$ cat config.mk
export PLATFORM = sky130hd
export DESIGN_NAME = jk_down_up_counter
export DESIGN_NICKNAME = d
export VERILOG_FILES = /design/src/rtl/jk_down_up_counter_pkg.sv /design/src/rtl/jk_down_up_counter_jk_ff.sv /design/src/rtl/jk_down_up_counter.sv
export SDC_FILE = /design/constraint.sdc
export NUM_CORES = 1
export LEC_CHECK = 0
export CAP_MARGIN = 25
export CORE_AREA = 5 5 42 44
export CTS_BUF_LIST = sky130_fd_sc_hd__clkbuf_16
export CTS_CLUSTER_DIAMETER = 80
export DETAILED_ROUTE_END_ITERATION = 8
export DIE_AREA = 0 0 47 49
export PLACE_DENSITY = 0.44
export SYNTH_ARGS = -nofsm -noshare
export SYNTH_HDL_FRONTEND = slang
export SYNTH_SLANG_ARGS = --single-unit
export TNS_END_PERCENT = 30
$ cat constraint.sdc
create_clock -name clk -period 1.3 [get_ports clk]
set_clock_uncertainty 0.05 [all_clocks]
set_input_delay 0.26 -clock clk [delete_from_list [all_inputs] [get_ports clk]]
set_output_delay 0.26 -clock clk [all_outputs]
set_load 0.01 [all_outputs]
$ cat src/rtl/jk_down_up_counter_pkg.sv
// Shared definitions for the JK-based up/down counter: flip-flop excitation
// encodings and direction constants.
package jk_down_up_counter_pkg;

    // {J,K} pair as presented to a single JK flip-flop
    typedef enum logic [1:0] {
        JK_HOLD = 2'b00,
        JK_RST  = 2'b01,
        JK_SET  = 2'b10,
        JK_TOG  = 2'b11
    } jk_e;

    localparam logic DIR_UP = 1'b1;
    localparam logic DIR_DN = 1'b0;

endpackage

$ cat src/rtl/jk_down_up_counter_jk_ff.sv
// Single JK flip-flop with synchronous active-high reset to 0.
module jk_ff
    import jk_down_up_counter_pkg::*;
(
    input  logic clk,
    input  logic rst,
    input  logic j,
    input  logic k,
    output logic q
);

    always_ff @(posedge clk) begin
        if (rst) begin
            q <= 1'b0;
        end else begin
            unique case (jk_e'({j, k}))
                JK_HOLD: q <= q;
                JK_RST:  q <= 1'b0;
                JK_SET:  q <= 1'b1;
                JK_TOG:  q <= ~q;
            endcase
        end
    end

endmodule

$ cat src/rtl/jk_down_up_counter.sv
// Loadable up/down counter built from per-bit JK flip-flops, with a
// combinational terminal-count flag and a registered wrap pulse.
module jk_down_up_counter
    import jk_down_up_counter_pkg::*;
#(
    parameter int WIDTH    = 3,
    parameter int SATURATE = 0
) (
    input  logic             clk,
    input  logic             rst,
    input  logic             en,
    input  logic             up_dn,
    input  logic             load,
    input  logic [WIDTH-1:0] load_val,
    output logic [WIDTH-1:0] q,
    output logic             tc,
    output logic             wrap
);

    localparam logic SAT = (SATURATE != 0);

    logic [WIDTH-1:0] up_t;
    logic [WIDTH-1:0] dn_t;
    logic [WIDTH-1:0] tog;
    logic [WIDTH-1:0] j;
    logic [WIDTH-1:0] k;
    logic             cnt_go;
    logic             wrap_nxt;

    // Bit i toggles once every lower bit is 1 (up) or 0 (down)
    assign up_t[0] = 1'b1;
    assign dn_t[0] = 1'b1;
    for (genvar i = 1; i < WIDTH; i++) begin : g_chain
        assign up_t[i] = up_t[i-1] & q[i-1];
        assign dn_t[i] = dn_t[i-1] & ~q[i-1];
    end

    assign tog = (up_dn == DIR_UP) ? up_t : dn_t;
    assign tc  = en & ((up_dn == DIR_UP) ? (&q) : ~(|q));

    // Saturating variant freezes at terminal count instead of rolling over
    assign cnt_go   = en & ~(SAT & tc);
    assign wrap_nxt = ~load & tc & ~SAT;

    always_comb begin
        j = '0;
        k = '0;
        if (load) begin
            j = load_val;
            k = ~load_val;
        end else if (cnt_go) begin
            j = tog;
            k = tog;
        end
    end

    for (genvar i = 0; i < WIDTH; i++) begin : g_bit
        jk_ff u_ff (
            .clk (clk),
            .rst (rst),
            .j   (j[i]),
            .k   (k[i]),
            .q   (q[i])
        );
    end

    always_ff @(posedge clk) begin
        if (rst) begin
            wrap <= 1'b0;
        end else begin
            wrap <= wrap_nxt;
        end
    end

endmodule

# After elaboration in Yosys (flattened, before gate mapping)
# Cells that the tools add are included.
# totals
input_bits	8
out_inout_bits	5
ff_bits	4
# classes
bitwise_logic	10
eq_ne	9
mux	8
n_reduce_logical	5
# ops
cell	count
2-bit equality test, second input constant	6
3-bit two-way mux	4
1-bit one-hot mux with 3 select lines	3
2-bit by 1-bit equality test with 1-bit output, second input constant	3
2-bit zero test	3
1-bit NOT	5
1-bit AND	4
3-bit NOT	1
3-bit AND reduction	1
3-bit OR reduction	1
1-bit two-way mux	1

# Longest topological paths before layout
# Gate-level depths: netlist of the first run.
# depth
depth_word	7
ltp_mapped	3

# Cells and area by module
# Synthesis of the first run repeated with hierarchy kept, for this count alone.
# unflattened
cells_unflattened	31
area_unflattened_um2	236.5
# modules_own_cells
module	cells_each	n_inst	seq_area_each_um2	area_per_inst_um2
jk_down_up_counter	22	1	20.0	142.6
jk_ff	3	3	20.0	31.3

# Worst setup path after synthesis of the first run
# OpenSTA, ideal clock, no wires.
# synth_path
kind	reg-to-reg
start	register g_bit[0].u_ff.q
end	register g_bit[2].u_ff.q
period_less_slack_ps	1221
t_arrival_ps	1068
required_time_ps	1147
stages_incl_launch_ff	4
setup_time_ps	103
n_path_buf	0
slack_ps	79
cell_sequence	dfxtp_1 -> and3_1 -> o2111a_1 -> a2111oi_2
# synth_between
elab_chain_len	7
elab_cells_between_ends	12
# synth_rtl
item	line	source
start, declared	jk_down_up_counter_jk_ff.sv:9	output logic q
start signal, assigned	jk_down_up_counter_jk_ff.sv:17	JK_HOLD: q <= q;
start signal, assigned	jk_down_up_counter_jk_ff.sv:20	JK_TOG: q <= ~q;
1-bit NOT	jk_down_up_counter.sv:35	assign dn_t[i] = dn_t[i-1] & ~q[i-1];
1-bit AND	jk_down_up_counter.sv:35	
3-bit two-way mux *	jk_down_up_counter.sv:38	assign tog = (up_dn == DIR_UP) ? up_t : dn_t;
3-bit two-way mux *	jk_down_up_counter.sv:51	end else if (cnt_go) begin
3-bit two-way mux	jk_down_up_counter.sv:48	if (load) begin
2-bit equality test / 2-bit by 1-bit equality test with 1-bit output (equally long branches)	jk_down_up_counter_jk_ff.sv:16	unique case (jk_e'({j, k}))
1-bit one-hot mux with 3 select lines	jk_down_up_counter_jk_ff.sv:16	
end signal, assigned	jk_down_up_counter_jk_ff.sv:17	
end signal, assigned	jk_down_up_counter_jk_ff.sv:20	
end, declared	jk_down_up_counter_jk_ff.sv:9	
# Mark *: on every way between the ends. The rest lies on a longest branch, timed or not.
# A chain may end at the register's enable or synchronous reset.

# Final worst setup path of the first run
# layout_path
start	register g_bit[1].u_ff.q
end	output port tc
# layout_between
elab_chain_len	4
elab_cells_between_ends	5
# layout_rtl
item	line	source
start, declared	jk_down_up_counter_jk_ff.sv:9	
start signal, assigned	jk_down_up_counter_jk_ff.sv:17	
start signal, assigned	jk_down_up_counter_jk_ff.sv:20	
3-bit OR reduction	jk_down_up_counter.sv:39	assign tc = en & ((up_dn == DIR_UP) ? (&q) : ~(|q));
1-bit NOT	jk_down_up_counter.sv:39	
1-bit two-way mux *	jk_down_up_counter.sv:39	
1-bit AND *	jk_down_up_counter.sv:39	
end, declared	jk_down_up_counter.sv:16	output logic tc,
# Marks and branches as above.

==> summary.md, run 1 <==
| Metric | Value |
|---|---|
| Worst-margin pin slew | `~0.32 ns` |
| Total number of vias | `around 310` |
| Most used DFF post-synth | `dfxtp_1` |
| Outcome | `finished, violations left` |
| Crit Path Class | `register to output port` |
| WHS Path Cells | `3` |
| Core ar. | `0.00140 mm2` |
| Layout cells sized above 1 | `0.415` |
| Maximum clock path buffer count | `2` |
| Post-route ant nets | `0` |
| I/O Buffers | `12` |
| Syn Area/Cell | `7.98 um2` |
| Post-synthesis cell type count | `18` |
| WP data arrival | `1.15 ns` |
| Hold_sp | `rst` |
| Fmax | `~0.69 GHz` |
| Max Cap Viol | `0` |
| Leak pwr | `between 0.2 and 0.3 nW` |
| Post-synthesis async set-or-reset flop share | `0` |
| 1st-iter DRT viols | `4` |
| Initial antenna violation count | `0` |
| Clk_lat worst skew | `0.23 ns` |
| GR Util met2 | `0.0860` |
| Synthesized area | `between 200 and 300 um2` |
| Worst r2r dst | `g_bit[2].u_ff.q` |
| Largest net degree at the start of global routing | `7` |
| Fin nets | `63` |
| Worst-path maximum fanout | `2` |
| Total GRT Usage | `0.0809` |
| # hold bufs at CTS | `0` |
| Pwr dens | `around 1400 mW/mm2` |
| Failing checks | `setup timing` |
| CP endpoint kind | `output port` |
| Layout Cell Area excl Fill | `543 um2` |
| GR Layer Usage met3 | `0.0554` |
| Die X | `47 um` |
| # IOs | `13` |
| Worst hold path type | `primary input to register` |
| Die height | `roughly 49 um` |
| Dpl cell area | `approximately 440 um2` |
| Top Usage Layer GRT | `met1` |
| Mapped Cells | `32` |
| Worst setup SP type | `register` |
| Setup Buffers After CTS | `0` |
| RSZ-0062 raised after global routing | `yes` |
| Post-layout util | `0.388` |
| Worst r2r path cells | `5` |
| Grt met1 use | `0.0965` |
| Fin crit share | `1.12` |
| Gr ovfl total | `0` |
| Clk root buf | `clkbuf_16` |
| Hold EP | `g_bit[0].u_ff.q` |
| Remaining DRCs | `0` |
| Post-Synthesis Net Count | `40` |
| Routability cong. | `approximately 0.7` |
| Synth warnings | `0` |
| Critical Path RT | `~0.99 ns` |
| Worst r2r src | `g_bit[1].u_ff.q` |
| Clock sink count | `4` |
| Ant diodes | `0` |
| Area grow syn2layout | `113%` |
| H-tree depth | `1` |
| EDFF count, synth | `0` |
| Drt wl/cell | `approximately 11 um` |
| Post-synthesis sequential area ratio | `0.314` |
| VDD IR max | `~0.00060 V` |
| Max Slew Vio Count | `0` |
| Final min period | `1.46 ns` |
| Number of global-route vias before repair | `approximately 280` |
| Total power draw | `0.750 mW` |
| Worst setup margin | `-0.158 ns` |
| Relative slew slack | `0.783` |
| Final Hold Viols | `0` |
| Vias per cell | `around 4.5` |
| Final setup fails | `2` |
| Core Rows | `14` |
| Clock slew at reported path FFs | `roughly 0.03 ns` |
| R2R setup slack | `0 ns` |
| First-pass GRT wire length | `about 1200 um` |
| DRT Wirelength | `between 700 and 800 um` |
| Synthesized flop and latch total | `4` |
| Die area | `approximately 0.0023 mm2` |
| DR pass1 iterations | `4` |
| Initial Util | `0.182` |
| CTS tree | `done` |
| CTS buffer count | `3` |
cells by family after synthesis:
family,count (synthesis),synth area share
compound gates,6,0.211
flops,4,0.314
buf+inv,5,0.118
xor+xnor,2,0.0686
simple gates,15,0.289
final cells by class:
type | instances | area (um2)
clock buffer | 3 | 75.1
fill | 151 | 858
inverter | 2 | 7.51
multi-input combinational | 23 | 165
sequential | 4 | 83.8
tap | 16 | 20.0
timing repair buffer | 21 | 191
registers in the layout, summed over array words and instances, names as in the netlist:
name,cells
g_bit.u_ff.q,3
wrap,1
metal layers:
layer / vias up / part of all wire
met4: 0 / 0.042
met2: 13 / 0.40
met3: 5 / 0.12
met1: 130 / 0.44
li1: 160 / -
met5: - / 0
Yosys cell counts, types with 2 or more instances:
library cell	count	area, um2
dfxtp_1	4	80.1
nor2_1	4	15.0
inv_1	2	7.51
nor3_1	2	10.0
buf_4	3	22.5
and3_1	3	18.8
nand2_1	3	11.3
worst max path at each step:
stage                     from               to  slack [ns]  cells past startpoint
3_5_place_dp             up_dn               tc       -0.76                      4
4_1_cts        g_bit[1].u_ff.q               tc       -0.18                      3
2_1_floorplan  g_bit[0].u_ff.q  g_bit[2].u_ff.q        0.08                      3
3_3_place_gp             up_dn               tc       -0.74                      4
5_1_grt        g_bit[1].u_ff.q               tc       -0.24                      3
6_report       g_bit[1].u_ff.q               tc       -0.16                      3
critical path, cell delays in order, from the launching register on:
cell and delay [ns]:
dfxtp_2 0.31, o41ai_2 0.33, and2_1 0.16, buf_2 0.12
power breakdown:
part	switching, mW	internal (mW)	total [mW]	leakage [nW]
Clock	0.0896	0.393	0.483	0.0370
Sequential	0.00632	0.134	0.140	0.0339
Combinational	0.0524	0.0740	0.126	0.210
repair_timing:
| action | in CTS | in global routing |
|---|---|---|
| setup endpoints to repair | 7 | 5 |
| endpoints found under the hold margin | 0 | 0 |
| resized for setup | 20 | 8 |
| pin swaps | 4 | 2 |
per-stage QoR:
step           hold slack, ns  setup TNS, ns  cells  setup WS [ns]
2_1_floorplan           0.279              0     32         0.0790
3_3_place_gp            0.555          -1.84     66         -0.744
3_5_place_dp            0.567          -1.82     66         -0.758
4_1_cts                 0.461         -0.199     69         -0.182
5_1_grt                 0.396         -0.348     69         -0.237
6_report                0.357         -0.160     69         -0.158
layout by cell type (no fill, tap or decap), drive strengths merged:
cell / n
o21ai: 1
o2111a: 1
clkdlybuf4s50: 3
o41ai: 1
clkbuf: 3
clkdlybuf4s15: 2
dfxtp: 4
nor2: 4
a21oi: 1
nor3: 2
buf: 11
and2: 1
nand2: 3
dlygate4sd2: 3
or3: 1
a2111oi: 2
dlymetal6s2s: 2
and3: 3
xor2: 1
inv: 2
nand4: 1
xnor2: 1
Note: power is estimated with default switching activity, not from simulation.
==> inputs of run 2 (changes only) <==
--- a/config.mk
+++ b/config.mk
@@ -5,12 +5,12 @@
 export SDC_FILE = /design/constraint.sdc
 export NUM_CORES = 1
 export LEC_CHECK = 0
-export CAP_MARGIN = 25
-export CORE_AREA = 5 5 42 44
+export CAP_MARGIN = 20
+export CORE_AREA = 2 2 39 41
 export CTS_BUF_LIST = sky130_fd_sc_hd__clkbuf_16
 export CTS_CLUSTER_DIAMETER = 80
 export DETAILED_ROUTE_END_ITERATION = 8
-export DIE_AREA = 0 0 47 49
+export DIE_AREA = 0 0 41 43
 export PLACE_DENSITY = 0.44
 export SYNTH_ARGS = -nofsm -noshare
 export SYNTH_HDL_FRONTEND = slang
==> run 2 against run 1 <==
Net effect: the run still ends with setup timing left; critical endpoint unchanged; sequential share of layout area rose by 0.18 points; die area fell by 23%; largest power group unchanged; setup slack improved by 0.021 ns.
==> summary.md, run 2 (synthesized netlist as in run 1, its figures left out) <==
| Metric | Value |
|---|---|
| Final std cells w/o fill | `70` |
| Core Rows | `14` |
| Leak pwr | `roughly 0.27 nW` |
| Critical Path RT | `about 1 ns` |
| Die X | `slightly above 40 um` |
| Max Cap Viol | `0` |
| Leading registers by flop count | `g_bit.u_ff.q: 3 flops, wrap: 1 flops` |
| Crit path cell chain | `o41ai_2, and2_1, buf_2` |
| CTS buffer count | `3` |
| Worst setup margin | `-0.137 ns` |
| Dpl cells | `67` |
| Reg with most FFs | `g_bit.u_ff.q` |
| Crit Path Class | `register to output port` |
| H-tree depth | `1` |
| Largest net degree at the start of global routing | `7` |
| Worst hold path type | `primary input to register` |
| CTS tree | `done` |
| RSZ-0062 raised after global routing | `yes` |
| Die area | `between 0.0015 and 0.002 mm2` |
| Relative slew slack | `0.778` |
| Fin nets | `64` |
| Vias per cell | `roughly 4.5` |
| Maximum clock path buffer count | `2` |
| Layout cells sized above 1 | `0.407` |
| Total number of vias | `roughly 310` |
| DRT Wirelength | `780 um` |
| Die height | `about 43 um` |
| CP endpoint kind | `output port` |
| Commonest non-fill, non-tap cell in the layout | `buf_4` |
| Ant diodes | `0` |
| Max Slew Vio Count | `0` |
| Failing checks | `setup timing` |
| Pwr dens | `between 1000 and 1500 mW/mm2` |
| Core ar. | `between 0.001 and 0.0015 mm2` |
| Clk_lat worst skew | `about 0.23 ns` |
| 1st-iter DRT viols | `2` |
| Drt wl/cell | `around 11 um` |
| Clk root buf | `clkbuf_16` |
| Clock slew at reported path FFs | `roughly 0.03 ns` |
| Setup Buffers After CTS | `0` |
| Post-DP HPWL | `566 um` |
| Outcome | `finished, violations left` |
| Fmax | `0.696 GHz` |
| Crit path largest cell delay | `0.32 ns` |
| Worst-path maximum fanout | `2` |
| DR pass1 iterations | `2` |
| Area grow syn2layout | `110%` |
| Final Hold Viols | `0` |
| Final setup fails | `3` |
| Initial antenna violation count | `0` |
| First-pass GRT wire length | `approximately 1200 um` |
| Routability cong. | `0.681` |
| Remaining DRCs | `0` |
| Slowest cell on the critical path | `o41ai_2` |
| Crit-path leading delay family | `compound AO/OA/AOI/OAI gates` |
| Post-route ant nets | `0` |
| Number of global-route vias before repair | `between 200 and 300` |
| Final min period | `~1.4 ns` |
| Clock sink count | `4` |
| Gr ovfl total | `0` |
| Initial Util | `0.184` |
| Worst setup SP type | `register` |
| Final Hold Slack | `about 0.45 ns` |
| CP bufs+invs | `1` |
| Fin crit share | `1.11` |
| Worst-margin pin slew | `roughly 0.33 ns` |
| WP data arrival | `about 1.1 ns` |
| Max reg flops | `3` |
| I/O Buffers | `12` |
| VDD IR max | `0.000533 V` |
| Total GRT Usage | `0.109` |
| # IOs | `13` |
| Commonest cells after routing, fill and taps aside | `buf_4 (9), nor2_1 (4), clkdlybuf4s50_1 (4), dlygate4sd2_1 (4)` |
[run 2: timing repair]
| item | CTS | global route |
|---|---|---|
| endpoints found under the setup margin | 7 | 4 |
| gates resized for setup | 23 | 2 |
| hold buffers | 0 | 0 |
| pin swaps | 5 | 2 |
| cloned | 0 | 0 |
| endpoints found under the hold margin | 0 | 0 |
[run 2: stage by stage]
step	setup TNS, ns	total power, mW	instance area (um2)	worst slack [ns]	utilization
after detailed placement	-1.81	0.266	448	-0.726	0.324
after floorplan	0	0.190	255	0.0790	-
after global placement	-1.70	0.264	448	-0.681	0.324
after global routing	-0.353	0.777	537	-0.183	0.388
final	-0.155	0.747	537	-0.137	0.388
after CTS	-0.203	0.756	534	-0.152	0.386
[run 2: path summary, 6_finish.rpt]
kind                                      start         endpoint  slack [ns]  cells after the start
worst min register to register  g_bit[1].u_ff.q             wrap        0.55                      2
worst min-delay path                       load  g_bit[0].u_ff.q        0.45                      3
worst max register to register  g_bit[1].u_ff.q  g_bit[2].u_ff.q       -0.01                      5
worst max-delay path            g_bit[1].u_ff.q               tc       -0.14                      3
[run 2: power by group]
group,internal (mW),leakage [nW],total [mW],switching (mW)
Combinational,0.0726,0.195,0.126,0.0537
Sequential,0.134,0.0339,0.141,0.00694
Clock,0.393,0.0370,0.480,0.0868
[run 2: per-layer routing]
| metal | GRT usage | part of all wire |
|---|---|---|
| met1 | 0.105 | 0.41 |
| met3 | 0.0471 | 0.086 |
| met4 | 0.120 | 0.029 |
| met2 | 0.153 | 0.47 |
| met5 | 0 | 0 |
[run 2: worst register-to-register path, stage by stage (launching register included)]
cell       delay [ns]
dfxtp_2          0.31
buf_4            0.13
buf_4            0.14
and3_1           0.15
o2111a_1         0.24
a2111oi_2        0.19
[run 2: cell type report]
type	count	area (um2)
well taps	16	20.0
fillers	151	847
flip-flops and latches	4	83.8
multi-input cells	23	166
clock buffers	3	75.1
inverters	2	7.51
repair buffers	22	184
==> RTL edit 1 (flow settings as in run 1) <==
Add an input register stage for `up_dn`, cleared by the reset; this delays it by one clock. The other inputs are not delayed to match.
--- a/src/rtl/jk_down_up_counter.sv
+++ b/src/rtl/jk_down_up_counter.sv
@@ -19,6 +19,16 @@
 
     localparam logic SAT = (SATURATE != 0);
 
+    logic up_dn_q;
+
+    always_ff @(posedge clk) begin
+        if (rst) begin
+            up_dn_q <= '0;
+        end else begin
+            up_dn_q <= up_dn;
+        end
+    end
+
     logic [WIDTH-1:0] up_t;
     logic [WIDTH-1:0] dn_t;
     logic [WIDTH-1:0] tog;
@@ -35,8 +45,8 @@
         assign dn_t[i] = dn_t[i-1] & ~q[i-1];
     end
 
-    assign tog = (up_dn == DIR_UP) ? up_t : dn_t;
-    assign tc  = en & ((up_dn == DIR_UP) ? (&q) : ~(|q));
+    assign tog = (up_dn_q == DIR_UP) ? up_t : dn_t;
+    assign tc  = en & ((up_dn_q == DIR_UP) ? (&q) : ~(|q));
 
     // Saturating variant freezes at terminal count instead of rolling over
     assign cnt_go   = en & ~(SAT & tc);
Formal check against the unedited RTL: not equivalent (Yosys sat finds a counterexample within 4 cycles, from zero or initial values and one cycle with rst high).
==> RTL edit 1 against run 1 <==
The run still ends with setup timing left. Hold slack better by 0.16 ns. Routed wire length up 9.9%. Design area up 1.4%. Synthesized cell count up 3.1%. Total power up 8.2%. Synthesized area up 15%. Worst setup slack worse by 0.20 ns. Sequential cell count up 1.
==> RTL edit 1: results (changes against run 1) <==
| Metric | Value |
|---|---|
| Setup Viol. Count Final | `2 (unchanged)` |
| Failing checks | `setup timing` |
| Top post-synthesis cells by count | `5 x dfxtp_1, 3 x buf_4, 3 x nand2_1, 3 x nor2_1` |
| Fillers | `154 (+2.0%)` |
| Ranking of synthesized cells by area | `dfxtp_1 34%, buf_4 7.7%, a2111oi_2 5.1%` |
| First-pass GRT wire length | `1280 µm (+5.1%)` |
| Wire per inst | `11.6 µm (+9.9%)` |
| Sw Share | `0.209 (+0.0112)` |
| DRT iter0 DRCs | `1 (-3)` |
| Vias in the first global route | `346 (+24%)` |
| Mapped Cells | `33 (+3.1%)` |
| Dpl cell area | `473 µm² (+7.4%)` |
| Worst reg2reg path startpoint | `g_bit[0].u_ff.q` |
| Vias per std cell | `4.43 (-0.65%)` |
| Setup WS post-layout | `-0.362 ns (-0.203 ns)` |
| Rel. slew slack | `0.747 (-0.0353)` |
| Top Registers | `g_bit.u_ff.q x3, up_dn_q x1, wrap x1` |
| TNS Setup | `-0.368 ns (-0.209 ns)` |
| R2R depth | `4 (-1)` |
| Util after Layout | `0.393 (+0.00536)` |
| Layout cell share with drive strength beyond 1 | `0.340 (-0.0755)` |
| GPL Wtd Cong | `0.720 (+4.9%)` |
| Gr usage total | `0.0846 (+0.00370)` |
| Critical Path Source | `up_dn_q` |
| Critical Path AT | `1.35 ns (+0.20 ns)` |
| Hold Slack | `0.519 ns (+0.162 ns)` |
| VDD IR-drop max | `0.000609 V (+2.0%)` |
| Hold Crit Start | `load` |
| Placed insts | `65 (-1.5%)` |
| Nets | `62 (-1.6%)` |
| Status | `finished, violations left` |
| P_leak | `0.251 nW (-10%)` |
| Share of the yosys chip area belonging to registers | `0.342 (+0.0282)` |
| Pre-CTS setup slack | `-0.604 ns (+0.154 ns)` |
| Mapped Nets | `41 (+2.5%)` |
| Netlist cell types | `21 (+3)` |
| Worst reg2reg path endpoint | `g_bit[1].u_ff.q` |
| Longest Clk Path Bufs | `2 (unchanged)` |
[RTL edit 1: area by class of cell]
type                            instances  area share
Clock buffer                            3       0.136
Clock inverter                          1     0.00682
Inverter                                2      0.0136
Multi-Input combinational cell         23       0.311
Sequential cell                         5       0.186
Tap cell                               16      0.0364
Timing Repair Buffer                   19       0.309
[RTL edit 1: cells by family after synthesis]
family | count (synthesis) | share of synthesized area
AOI/OAI and AO/OA | 6 | 0.192
buffers and inverters | 5 | 0.103
xor gates and xnor gates | 2 | 0.0598
and+or+nand+nor | 15 | 0.303
DFF | 5 | 0.342
[RTL edit 1: critical path, cell delays in order, from the launching register on]
cell and delay (ns):
dfxtp_2 0.31, or4_4 0.54, a21boi_4 0.16, buf_6 0.12
[RTL edit 1: worst min-delay path by stage]
stage	end
2_1_floorplan	g_bit[0].u_ff.q
3_3_place_gp	wrap
3_5_place_dp	wrap
4_1_cts	g_bit[2].u_ff.q
5_1_grt	g_bit[0].u_ff.q
6_report	wrap
[RTL edit 1: layer usage]
layer	vias up	global-route usage	part of all wire
li1	155	-	-
met1	136	0.0706	0.37
met2	12	0.131	0.48
met3	3	0.0443	0.096
met4	0	0.0829	0.044
met5	-	0	0
[RTL edit 1: power groups by stage]
stage / clock network, mW / logic [mW] / registers [mW]
finish: 0.508 / 0.131 / 0.172
global route: 0.531 / 0.142 / 0.173
CTS: 0.520 / 0.128 / 0.172
detailed placement: 0 / 0.136 / 0.174
global placement: 0 / 0.135 / 0.174
floorplan: 0 / 0.0592 / 0.181
[RTL edit 1: what timing repair did]
action,CTS,global route
endpoints found under the hold margin,0,0
pin swaps,2,0
hold buffers,0,0
endpoints found under the setup margin,7,6
gates resized for setup,10,3
==> RTL edit 2 (flow settings as in run 1) <==
Without the edit above. Change the parameter `WIDTH` from 3 to 2.
--- a/src/rtl/jk_down_up_counter.sv
+++ b/src/rtl/jk_down_up_counter.sv
@@ -3,7 +3,7 @@
 module jk_down_up_counter
     import jk_down_up_counter_pkg::*;
 #(
-    parameter int WIDTH    = 3,
+    parameter int WIDTH    = 2,
     parameter int SATURATE = 0
 ) (
     input  logic             clk,
Ports: changed (resized load_val and q); port bits go from 13 to 11. The function was not compared with the original's and may differ.
==> RTL edit 2 against run 1 <==
Sequential cell count decreased by 1. Worst setup slack got worse by 0.039 ns. Combinational power shrank 22%. Cell count fell by 20%. Critical path type unchanged. Sequential share of layout area down 0.73 points. Design area down 22%. Synthesized area shrank 32%. Routed wire length shrank 24%. Die area is the same. Total power down 9.7%. Synthesized cell count shrank 41%. Largest power group unchanged. The run still ends with setup timing left.
==> RTL edit 2: results (changes against run 1) <==
| Metric | Value |
|---|---|
| Top Registers | `g_bit.u_ff.q x2, wrap x1` |
| Netlist cell types | `14 (-4)` |
| Post-synthesis mux area share | `0.0580 (+0.0580)` |
| Pre-CTS setup slack | `-0.734 ns (+0.0239 ns)` |
| Mapped Cells | `19 (-41%)` |
| Number of I/O port buffers | `10 (-2)` |
| Setup WS post-layout | `-0.197 ns (-0.0390 ns)` |
| Worst slew pin tran | `0.192 ns (-0.126 ns)` |
| Worst reg2reg path endpoint | `wrap` |
| Gr usage total | `0.0541 (-0.0268)` |
| Number of iterations in the first detailed-routing pass | `1 (-3)` |
| Vias in the first global route | `233 (-16%)` |
| Min-Delay Path Depth | `5 (+2)` |
| Slowest cell delay on critical path | `0.36 ns (+0.03 ns)` |
| Failing checks | `setup timing` |
| Hold Crit Start | `en` |
| DRT iter0 DRCs | `0 (-4)` |
| VDD IR-drop max | `0.00113 V (+90%)` |
| DR vias | `200 (-35%)` |
| Status | `finished, violations left` |
| Cts repair resizes | `8 (-60%)` |
| Vias per std cell | `3.64 (-19%)` |
| Mapped Nets | `26 (-35%)` |
| Critical Path AT | `1.19 ns (+0.04 ns)` |
| Top post-synthesis cells by count | `3 x dfxtp_1, 2 x buf_4, 2 x inv_1, 2 x xor2_1` |
| Wire per inst | `10.1 µm (-4.8%)` |
| Crit-path slowest cell | `or3_4` |
| Layout cell share with drive strength beyond 1 | `0.462 (+0.0464)` |
| Setup Viol. Count Final | `2 (unchanged)` |
| Register-to-register setup slack | `-0.05 ns (-0.05 ns)` |
| Nets | `47 (-25%)` |
| First-pass GRT wire length | `917 µm (-25%)` |
==> RTL edit 2: worst max-delay path by stage <==
stage | startpoint | end | slack [ns] | cells past startpoint
floorplan | g_bit[1].u_ff.q | tc | 0.10 | 2
global placement | up_dn | tc | -0.73 | 4
detailed placement | up_dn | tc | -0.73 | 4
CTS | g_bit[0].u_ff.q | tc | -0.18 | 3
global route | g_bit[1].u_ff.q | tc | -0.24 | 3
finish | g_bit[1].u_ff.q | tc | -0.20 | 3
==> RTL edit 2: final cells by class <==
cell class	instances	area share
inverters	2	0.0176
repair buffers	18	0.379
well taps	16	0.0471
clock inverters	1	0.00882
flip-flops and latches	3	0.147
clock buffers	3	0.176
multi-input cells	12	0.224
==> RTL edit 2: metrics by stage <==
stage | instance area, µm² | hold WS [ns]
after floorplan | 173 | 0.279
after global routing | 425 | 0.568
final | 425 | 0.492
after CTS | 399 | 0.605
after detailed placement | 323 | 0.626
after global placement | 323 | 0.613
==> RTL edit 2: where the power goes <==
part	internal [mW]	total (mW)	switching [mW]	leakage (nW)
logic	0.0607	0.0981	0.0374	0.145
clock network	0.396	0.475	0.0786	0.0423
registers	0.100	0.104	0.00373	0.0253
total	0.557	0.677	0.120	0.212
==> RTL edit 2: critical path, delay by kind of cell (launching register included) <==
kind	cells	cell delay, ns
AOI/OAI and AO/OA	1	0.15
and+or+nand+nor	1	0.36
buffers and inverters	1	0.15
DFF	1	0.31
==> RTL edit 2: kinds of logic after synthesis <==
kind of cell,count (synthesis)
xor gates and xnor gates,2
and+or+nand+nor,5
DFF,3
buffers and inverters,4
muxes,1
AOI/OAI and AO/OA,4
==> RTL edit 2: metal layers <==
layer / GRT usage / part of all wire
met5: 0 / 0
met4: 0.0138 / 0
met3: 0.0443 / 0.18
met2: 0.0837 / 0.42
met1: 0.0547 / 0.41
